[src/rtl/dma_priority_arbiter.sv]
// DMA channel priority arbiter and HRQ/HLDA/DACK sequencer for NCH channels.
// Conditions raw DREQ pins, merges software requests, and grants one channel at a time.
module dma_priority_arbiter #(
    parameter int unsigned NCH  = 4,
    parameter int unsigned IDXW = $clog2(NCH)
) (
    input  logic            CLK,
    input  logic            RESET,
    input  logic [NCH-1:0]  DREQ,
    output logic [NCH-1:0]  DACK,
    output logic            HRQ,
    input  logic            HLDA,
    input  logic [NCH-1:0]  mask,
    input  logic [NCH-1:0]  sw_req_set,
    input  logic [NCH-1:0]  sw_req_clr,
    input  logic            dreq_active_low,
    input  logic            dack_active_low,
    input  logic            rotate_en,
    input  logic            done,
    output logic            grant_valid,
    output logic [IDXW-1:0] grant_ch,
    output logic [NCH-1:0]  sw_req
);

    localparam int unsigned SUMW = IDXW + 1;

    typedef enum logic [1:0] {
        IDLE  = 2'd0,
        REQ   = 2'd1,
        GRANT = 2'd2
    } state_t;

    state_t          state;
    logic [NCH-1:0]  dreq_q;
    logic [NCH-1:0]  req_eff;
    logic [NCH-1:0]  grant_onehot;
    logic [NCH-1:0]  done_clr;
    logic [NCH-1:0]  sw_req_next;
    logic [IDXW-1:0] top;
    logic [IDXW-1:0] next_top;
    logic [IDXW-1:0] search_start;
    logic [IDXW-1:0] cand;
    logic [IDXW-1:0] winner;
    logic [SUMW-1:0] search_sum;
    logic            found;

    assign req_eff      = (dreq_q | sw_req) & ~mask;
    assign grant_onehot = NCH'(1) << grant_ch;
    assign done_clr     = (state == GRANT && done) ? grant_onehot : '0;
    // A set pulse beats both an explicit clear and the completion clear.
    assign sw_req_next  = (sw_req & ~sw_req_clr & ~done_clr) | sw_req_set;
    assign next_top     = (grant_ch == IDXW'(NCH - 1)) ? '0 : grant_ch + IDXW'(1);
    assign search_start = rotate_en ? top : '0;

    // First requesting channel at or after search_start, wrapping modulo NCH.
    always_comb begin
        winner     = '0;
        found      = 1'b0;
        search_sum = '0;
        cand       = '0;
        for (int i = 0; i < NCH; i++) begin
            search_sum = {1'b0, search_start} + SUMW'(i);
            if (search_sum >= SUMW'(NCH)) begin
                search_sum = search_sum - SUMW'(NCH);
            end
            cand = search_sum[IDXW-1:0];
            if (!found && req_eff[cand]) begin
                found  = 1'b1;
                winner = cand;
            end
        end
    end

    // Sequencer: all outputs are registered and derived from the next state.
    always_ff @(posedge CLK) begin
        if (RESET) begin
            state       <= IDLE;
            HRQ         <= 1'b0;
            grant_valid <= 1'b0;
            grant_ch    <= '0;
            sw_req      <= '0;
            top         <= '0;
            dreq_q      <= '0;
            DACK        <= {NCH{dack_active_low}};
        end else begin
            dreq_q <= DREQ ^ {NCH{dreq_active_low}};
            sw_req <= sw_req_next;
            DACK   <= {NCH{dack_active_low}};
            case (state)
                IDLE: begin
                    if (found) begin
                        grant_ch <= winner;
                        state    <= REQ;
                        HRQ      <= 1'b1;
                    end
                end
                REQ: begin
                    if (HLDA) begin
                        state       <= GRANT;
                        grant_valid <= 1'b1;
                        DACK        <= grant_onehot ^ {NCH{dack_active_low}};
                    end else if (!req_eff[grant_ch]) begin
                        state <= IDLE;
                        HRQ   <= 1'b0;
                    end
                end
                GRANT: begin
                    if (done) begin
                        state       <= IDLE;
                        HRQ         <= 1'b0;
                        grant_valid <= 1'b0;
                        if (rotate_en) begin
                            top <= next_top;
                        end
                    end else if (!HLDA) begin
                        state       <= IDLE;
                        HRQ         <= 1'b0;
                        grant_valid <= 1'b0;
                    end else begin
                        DACK <= grant_onehot ^ {NCH{dack_active_low}};
                    end
                end
                default: begin
                    state       <= IDLE;
                    HRQ         <= 1'b0;
                    grant_valid <= 1'b0;
                end
            endcase
        end
    end

endmodule

[config.mk]
export PLATFORM = sky130hd
export DESIGN_NAME = dma_priority_arbiter
export DESIGN_NICKNAME = d
export VERILOG_FILES = /design/src/rtl/dma_priority_arbiter.sv
export SDC_FILE = /design/constraint.sdc
export NUM_CORES = 1
export LEC_CHECK = 0
export CORE_MARGIN = 5
export CORE_UTILIZATION = 43
export DETAILED_ROUTE_END_ITERATION = 7
export PLACE_DENSITY = 0.86
export SLEW_MARGIN = 20
export SYNTH_ARGS = -nofsm -noshare
export SYNTH_HDL_FRONTEND = slang
export SYNTH_SLANG_ARGS = --single-unit
[constraint.sdc]
create_clock -name CLK -period 1.62 [get_ports CLK]
set_input_delay 0.162 -clock CLK [delete_from_list [all_inputs] [get_ports CLK]]
set_output_delay 0.162 -clock CLK [all_outputs]
set_load 0.02 [all_outputs]
==> summary.txt, run 1 <==
Logic synthesis
  – Sequential element share of the synthesized area: 0.314
  – Post-synth top area cell: dfxtp_1
  – Top post-synthesis cells by area: dfxtp_1, ha_1, mux4_2, nor2_1, a21oi_1
  – Post-Syn Nets: 181
  – Seq cells post-synth: 20
  – Count of cell types in the netlist: 42
  – Mean Syn Cell Area: 8.44 µm²
  – Syn. warnings: 0
  – Mapped Cells: 151
  – Yosys top cell area share: 0.314
  – Netlist Area Pre-Place: 1270 µm²

Route
  – Routed wire length: about 3600 µm
  – Via count: 1,325
  – Via/cell ratio: 5.54
  – Drt drc: 0
  – Antenna violation net count after detailed routing: 0
  – Drt wl/cell: between 15 and 20 µm
  – DRT iter0 DRCs: ~140
  – Pre-Repair DR Iteration Count: 6

Global routing
  – First-pass GRT wire length: 6030 µm
  – Aggregate global routing overflow: 0
  – Gr usage total: 0.185
  – Initial antenna violation count: 0
  – Largest net degree at the start of global routing: 17
  – Vias in the first global route: 1,392

Cells and area
  – Nets: 239
  – Layout Area Growth over Synthesis: 52.5%
  – Final non-filler cell total: 239
  – Share of cells above drive strength 1: 0.274
  – Commonest non-fill, non-tap cell in the layout: clkdlybuf4s50_1
  – Most frequent cells in the layout: clkdlybuf4s50_1, buf_4, dfxtp_1, nor2_1, nand2_1
  – Ant diodes: 0

Place
  – Hpwl dp: 2950 µm
  – Buffers added on ports: 34
  – Placed cell count: roughly 230
  – Pre-CTS setup slack: -0.369 ns
  – Final GP Congestion: 0.902

Timing
  – Fmax: slightly below 600 MHz
  – Min cycle time layout: 1.71 ns
  – Final worst-path cycle share: 1.06
  – Fin. Hold Viols: 0
  – Max_slew headroom: 0.729
  – RSZ-0062 raised after global routing: true
  – Hold_ws: 0.458 ns
  – Setup violations, final: 2
  – Final WS setup: -0.0913 ns
  – Skew final: between 0.008 and 0.009 ns
  – Setup TNS: -0.127 ns
  – Least-Margin Pin Slew: 0.405 ns
  – Slew Viols, Final: 0

Flow run
  – Max_cap viols: 0

Setup path
  – Setup CP Type: reg -> reg
  – Crit. End Element: flip-flop
  – Critical Path Start Type: flip-flop
  – CP max FO: 3
  – Req. time, crit path: 1.81 ns
  – Arrival time of the worst setup path: about 1.9 ns

Clock tree
  – Worst-path clk slew: 0.13 ns
  – TritonCTS clock tree: built
  – # hold bufs at CTS: 0
  – Clock Latency Late Sink: just over 0.3 ns
  – Root Buffer: clkbuf_4
  – Clock Path Buffers: 2
  – TritonCTS buffer count: 3
  – H-Tree Depth: 1
  – Sink Count: 20

Floorplan
  – Number of I/O pins: 35
  – Chip Height: between 60 and 70 µm
  – # rows: 19
  – Die area: 4150 µm²
  – Die width: 64.4 µm
  – Initial cell density of the core: 0.454
  – Core Box Area: around 2800 µm²

Pwr
  – Pwr Total: ~1500 µW
  – Power Dens Cells: approximately 800 nW/µm²
  – Leakage: 0.000842 µW
  – Max rail drop VDD: ~0.53 mV

Run status
  – Failing checks: setup timing
  – Status: complete, but fails checks

Worst hold path
  – Worst min path class: in -> reg
-- state kept, by name (all words and copies together), names as in the netlist --
register,cells
top,2
HRQ,1
DACK,4
state,2
grant_ch,2
dreq_q,4
sw_req,4
grant_valid,1
-- worst max-delay path, cell delays in order (launching register included) --
cell and delay (ns):
dfxtp_4 0.38, o21ba_4 0.20, mux4_2 0.48, a21boi_4 0.17, a2111oi_4 0.31, a2111oi_2 0.06
-- layout make-up --
class,instances,area [µm²]
clock buffer,4,36.3
fill,221,863
inverter,9,33.8
multi-input combinational,115,878
sequential,20,412
tap,31,38.8
timing repair buffer,60,543
-- synthesized netlist by cell type, drive strengths merged --
cell type  count
o22ai          1
nand4          1
mux4           3
nand3          4
dfxtp         20
o32ai          1
and2           2
o21bai         4
xor2           1
and3           2
o211ai         1
a211o          1
xnor2          4
o21ai          7
nand2b         2
a21oi         11
ha             7
nor2          15
inv            9
nor3           8
a21boi         1
mux2i          2
o2111ai        1
and3b          1
o21ba          4
a221oi         1
nand3b         2
clkbuf         5
o2111a         1
nand2         16
o21a           1
buf            2
a211oi         2
a2111oi        3
a31oi          5
-- where the power goes --
group	total, µW	internal, µW	switching [µW]
registers	580	549	30.9
logic	646	324	322
clock network	303	137	166
total	1530	1010	518
-- layer usage --
metal  GRT usage  up-vias  wire length, µm
li1            -      657                -
met1       0.182      623             1430
met2       0.367       39             1990
met3      0.0535        6              167
met4      0.0580        0               55
met5           0        -                0
-- cells by family after synthesis --
logic type               count (synthesis)  share of synthesized area
AO/OA/AOI/OAI                           45                      0.262
flip-flops                              20                      0.314
AND/OR/NAND/NOR                         53                      0.200
adder cells (fa/ha/maj)                  7                     0.0688
buffers and inverters                   16                     0.0511
multiplexers                             5                     0.0688
XOR/XNOR                                 5                     0.0344
-- stage by stage --
stage / utilization / area, µm²
floorplan: - / 1310
global placement: 0.657 / 1840
detailed placement: 0.657 / 1840
CTS: 0.679 / 1910
global route: 0.692 / 1940
finish: 0.692 / 1940
-- path summary, 6_finish.rpt --
check,from,endpoint,slack [ns],cells after the start
max,sw_req[1],grant_ch[1],-0.09,5
min,sw_req_set[1],sw_req[1],0.46,3
max reg2reg,sw_req[1],grant_ch[1],-0.09,5
min reg2reg,grant_valid,grant_valid,0.53,2
-- repair_timing --
action,4_1_cts,5_1_grt
gates resized for setup,3,11
cloned,0,0
buffers inserted,1,0
setup endpoints to repair,4,12
pin swaps,3,3
(Power assumes the default switching activity.)
==> run 2, diff against run 1 <==
--- a/config.mk
+++ b/config.mk
@@ -9,6 +9,7 @@
 export CORE_UTILIZATION = 43
 export DETAILED_ROUTE_END_ITERATION = 7
 export PLACE_DENSITY = 0.86
+export SKIP_LAST_GASP = 1
 export SLEW_MARGIN = 20
 export SYNTH_ARGS = -nofsm -noshare
 export SYNTH_HDL_FRONTEND = slang
==> run 2 against run 1 <==
Compared with the run above:
- the run still ends with setup timing left
- non-clock buffer count unchanged
- first-iteration DRC count up 5.8%
- total power increased by 0.12%
- register-to-register slack about the same
- routed wire length hardly changed
==> summary.txt, run 2 (synthesis results as in run 1) <==
Run status
  – Status: complete, but fails checks
  – Failing checks: setup timing

Setup path
  – CP max FO: 3
  – Setup CP Type: reg -> reg
  – Critical Path Start Type: flip-flop
  – Arrival time of the worst setup path: 1.90 ns
  – CP Capture Point: grant_ch[1]
  – Worst r2r src: sw_req[1]
  – CP startpoint: sw_req[1]
  – Crit. End Element: flip-flop
  – Req. time, crit path: 1.81 ns
  – R2R depth: 5
  – Reg-to-reg endpoint: grant_ch[1]
  – Flop2flop setup slack: -0.09 ns

Global routing
  – Vias in the first global route: between 1,000 and 1,500
  – Initial antenna violation count: 0
  – Gr usage total: 0.185
  – First-pass GRT wire length: 6030 µm
  – Aggregate global routing overflow: 0
  – Largest net degree at the start of global routing: 17

Clock tree
  – Sink Count: 20
  – Root Buffer: clkbuf_4
  – Clock Path Buffers: 2
  – TritonCTS clock tree: built
  – H-Tree Depth: 1
  – Worst-path clk slew: 0.13 ns
  – Clock Latency Late Sink: between 0.3 and 0.4 ns
  – TritonCTS buffer count: 3

Cells and area
  – Commonest non-fill, non-tap cell in the layout: clkdlybuf4s50_1
  – Nets: 239
  – Most frequent cells in the layout: clkdlybuf4s50_1, buf_4, dfxtp_1, nor2_1, nand2_1
  – Ant diodes: 0
  – Top Registers: DACK x4, dreq_q x4, sw_req x4
  – Share of cells above drive strength 1: 0.274
  – Post-route core utilization: 0.691
  – Layout Area Growth over Synthesis: 52.3%

Timing
  – Final WS setup: -0.0908 ns
  – Max_slew headroom: 0.729
  – Slew Viols, Final: 0
  – Skew final: 0.00851 ns
  – Setup TNS: -0.127 ns
  – RSZ-0062 raised after global routing: true
  – Fmax: 585 MHz
  – Min cycle time layout: 1.71 ns
  – Least-Margin Pin Slew: between 0.4 and 0.5 ns
  – Final worst-path cycle share: 1.06
  – Setup violations, final: 2
  – Fin. Hold Viols: 0

Route
  – Pre-Repair DR Iteration Count: 6
  – Drt wl/cell: 15.2 µm
  – Drt drc: 0
  – Via count: 1,323
  – Routed wire length: 3640 µm
  – Via/cell ratio: 5.54
  – Antenna violation net count after detailed routing: 0
  – DRT iter0 DRCs: 147

Floorplan
  – Die width: between 60 and 70 µm
  – Core Box Area: around 2800 µm²
  – Die area: around 4200 µm²
  – Initial cell density of the core: 0.454
  – # rows: 19
  – Chip Height: around 64 µm
  – Number of I/O pins: 35

Place
  – Final GP Congestion: 0.902
  – Buffers added on ports: 34
  – Hpwl dp: 2950 µm

Pwr
  – Power Dens Cells: a little under 800 nW/µm²
  – Leakage: 0.000827 µW
  – Pwr Total: 1530 µW
  – Max rail drop VDD: 0.535 mV

Flow run
  – Max_cap viols: 0

Worst hold path
  – Hold depth: 3
  – Worst min path class: in -> reg
run 2: timing repair:
item                                   in CTS  in global routing
setup endpoints to repair                   4                 12
pin swaps                                   3                  3
hold buffers                                0                  0
endpoints found under the hold margin       0                  0
buffers inserted                            1                  0
gates resized for setup                     3                 10
run 2: worst min-delay path by stage:
stage / from / slack (ns) / endpoint
after floorplan: sw_req_set[1] / 0.28 / sw_req[1]
after global placement: state[1] / 0.50 / state[1]
after detailed placement: grant_valid / 0.51 / grant_valid
after CTS: sw_req_set[1] / 0.45 / sw_req[1]
after global routing: sw_req_set[3] / 0.44 / sw_req[3]
final: sw_req_set[1] / 0.46 / sw_req[1]
run 2: cell type report:
| cell class | count | area [µm²] |
|---|---|---|
| multi-input cells | 115 | 878 |
| inverters | 9 | 33.8 |
| clock buffers | 4 | 36.3 |
| flip-flops and latches | 20 | 412 |
| well taps | 31 | 38.8 |
| repair buffers | 60 | 541 |
| fillers | 220 | 866 |
run 2: stage by stage:
| stage | hold WS (ns) | area [µm²] | instances | worst slack (ns) |
|---|---|---|---|---|
| after detailed placement | 0.506 | 1840 | 234 | -0.369 |
| after global routing | 0.444 | 1940 | 239 | -0.154 |
| after CTS | 0.452 | 1910 | 239 | -0.0852 |
| after global placement | 0.503 | 1840 | 234 | -0.351 |
| after floorplan | 0.278 | 1310 | 151 | -0.0439 |
| final | 0.458 | 1940 | 239 | -0.0908 |
run 2: layer usage:
metal,track usage,vias up,wire [µm]
li1,-,657,-
met1,0.182,621,1440
met2,0.367,39,1990
met3,0.0535,6,160
met4,0.0580,0,55
met5,0,-,0
run 2: where the power goes:
group          switching [µW]  internal [µW]  total [µW]
combinational             322            325         647
sequential               30.9            549         580
clock                     166            137         303
run 2: critical path, stage by stage (launching register included):
cell       delay [ns]
dfxtp_4          0.38
o21ba_4          0.20
mux4_2           0.48
a21boi_4         0.17
a2111oi_4        0.31
a2111oi_2        0.06
==> run 3, diff against run 2 <==
--- a/config.mk
+++ b/config.mk
@@ -5,8 +5,10 @@
 export SDC_FILE = /design/constraint.sdc
 export NUM_CORES = 1
 export LEC_CHECK = 0
+export ABC_CLOCK_PERIOD_IN_PS = 1620
 export CORE_MARGIN = 5
 export CORE_UTILIZATION = 43
+export CTS_CLUSTER_SIZE = 40
 export DETAILED_ROUTE_END_ITERATION = 7
 export PLACE_DENSITY = 0.86
 export SKIP_LAST_GASP = 1
==> results of run 3 <==
The final DEF is identical to that of run 2; final timing and power are the same.
==> RTL change (settings of run 1) <==
Set the parameter `NCH` to 8 (it was 4).
--- a/src/rtl/dma_priority_arbiter.sv
+++ b/src/rtl/dma_priority_arbiter.sv
@@ -2,5 +2,5 @@
 // Conditions raw DREQ pins, merges software requests, and grants one channel at a time.
 module dma_priority_arbiter #(
-    parameter int unsigned NCH  = 4,
+    parameter int unsigned NCH  = 8,
     parameter int unsigned IDXW = $clog2(NCH)
 ) (
Interface: changed (7 resized); port bits go from 35 to 60. The function was not compared with the original's and may differ.
==> RTL change against run 1 <==
Global-route usage grew 5.4 points. Worst setup slack lost 740 ps. Sequential share of layout area shrank 3.3 points. Core utilization shrank 0.28 points. Non-clock buffer count grew 61. Routed wire length grew 140%. Total power grew 110%. Combinational power grew 150%. The flow still finishes with violations (setup timing). Synthesized area grew 94%. Sequential cell count grew 14. Final area grew 97%. Largest power group unchanged. Worst hold slack gained 1.2 ps. Highest routed layer unchanged.
==> RTL change: results (changes against run 1) <==
status=complete, but fails checks; final worst slack=-833.7 ps (-742.5 ps); vias in the first global route=2881 (+110%); DR vias/cell=5.790 (+4.4%); VDD IR max=0.5949 mV (+11%); Initial DRT Pass Iterations=4 (-2); Placed Area=0.003581 sq mm (+94%); final RePlAce weighted congestion=0.9245 (+2.5%); ys flop type=dfxtp_1; hpwl dp=6363 um (+120%); worst reg2reg path depth=9 (+4); clk root buf=clkbuf_8; overall routed net length=8709 um (+140%); Setup Viol. Count Final=7 (+5); Clock Skew=5.776 ps (-3.089 ps); failing checks=setup timing; Mapped Cells=294 (+95%); largest registers=DACK (8), dreq_q (8), sw_req (8); Arr. time, crit path=2680 ps (+780 ps); DRT iter0 DRCs=214 (+54%); synth cell count leaders=nor2_1 (42), dfxtp_1 (34), nand2_1 (24), a21oi_1 (20), inv_1 (17); mean routed wirelength per cell=18.07 um (+19%); largest cells by area after synthesis=dfxtp_1 (28%), mux4_2 (12%), nor2_1 (6.4%), ha_1 (5.1%), a21oi_1 (4.0%); normalized max-slew margin=0.6758 (-0.05359); Unique masters post-synth=49 (+17%); number of port buffers=59 (+74%); Clock Latency Late Sink=300 ps; htree depth=2 (+1); Cells after DPL=466 (+99%); first-pass GRT wire length=13820 um (+130%); Lkg Pwr=1.608 nW (+91%); crit-path max cell delay=430 ps (-50 ps); Inserted Diodes=0 (unchanged); largest net degree at the start of global routing=27 (+10); total CTS buffers=5 (+2); Clock transition at path regs=80 ps (-50 ps); nets=458 (+92%); global-route usage over all layers=0.2393 (+0.05435); Crit Path Max Fanout=4 (+1); Async SR Flop Fraction=0 (unchanged); syn_nets=343 (+90%); share of layout cells above drive strength 1=0.3171 (+0.04303); NetSw=1.229 mW (+140%)
RTL change: cell types whose count changed after synthesis, moves of 5 or more:
cell            run 1  this run
o21ba_2             3         8
inv_1               9        17
xnor2_1             4         9
mux2i_1             2         7
a21oi_1            11        20
dfxtp_1            20        34
mux4_2              3        13
nor2_1             15        42
nand2_1            14        24
RTL change: cells by family (layout without fill, tap and decap cells):
family	after synthesis	count (layout)	share of synthesized area
compound gates	78	78	0.2131
xor+xnor	11	11	0.03897
fa+ha+maj	10	10	0.05061
buf+inv	32	148	0.05567
flops	34	34	0.2753
mux	25	25	0.1711
simple gates	104	104	0.1953
RTL change: power groups by stage:
stage | clock network [mW] | logic (mW) | registers, mW
CTS | 0.641 | 1.53 | 1.03
global route | 0.680 | 1.69 | 1.05
finish | 0.647 | 1.59 | 1.04
global placement | 0 | 1.43 | 1.04
floorplan | 0 | 0.699 | 1.16
detailed placement | 0 | 1.48 | 1.05
RTL change: critical path, delay by kind of cell, from the launching register on:
kind | cells | cell delay (ps)
compound gates | 4 | 1040
buf+inv | 1 | 140
flops | 1 | 340
mux | 2 | 550
simple gates | 2 | 290
RTL change: worst paths after layout:
kind                                               start                       end  slack (ps)
worst max-delay path                sw_req[6]$_SDFF_PP0_  grant_ch[2]$_SDFFE_PP0P_        -830
worst min-delay path                       sw_req_set[0]      sw_req[0]$_SDFF_PP0_         460
worst max register to register      sw_req[6]$_SDFF_PP0_  grant_ch[2]$_SDFFE_PP0P_        -830
worst min register to register  grant_valid$_SDFFE_PP0P_  grant_valid$_SDFFE_PP0P_         510
RTL change: per-stage QoR:
stage | setup WS, ps | setup TNS [ps] | hold slack, ps
global placement | -1126 | -6466 | 478.6
detailed placement | -1191 | -7126 | 501.8
CTS | -756.6 | -4267 | 461.3
floorplan | -790.0 | -4217 | 279.7
finish | -833.7 | -4731 | 458.7
global route | -928.5 | -5343 | 478.3
RTL change: layer usage:
layer / vias to the layer above / part of all wire / global-route usage
li1: 1277 / - / -
met1: 1325 / 0.36 / 0.2584
met2: 145 / 0.51 / 0.4308
met3: 44 / 0.074 / 0.04995
met4: 0 / 0.056 / 0.1353
met5: - / 0 / 0
RTL change: cell type report:
type                            instances  area [sq um]
Inverter                               19         81.33
Multi-Input combinational cell        228          1804
Tap cell                               72         90.09
Clock inverter                          2         13.76
Fill cell                             407          1720
Timing Repair Buffer                  121          1074
Clock buffer                            6         72.57
Sequential cell                        34         684.4
RTL change: what timing repair did:
action | in CTS | in global routing
cloned | 0 | 0
pin swaps | 7 | 2
setup buffers | 6 | 2
resized for setup | 21 | 13
setup endpoints to repair | 12 | 19
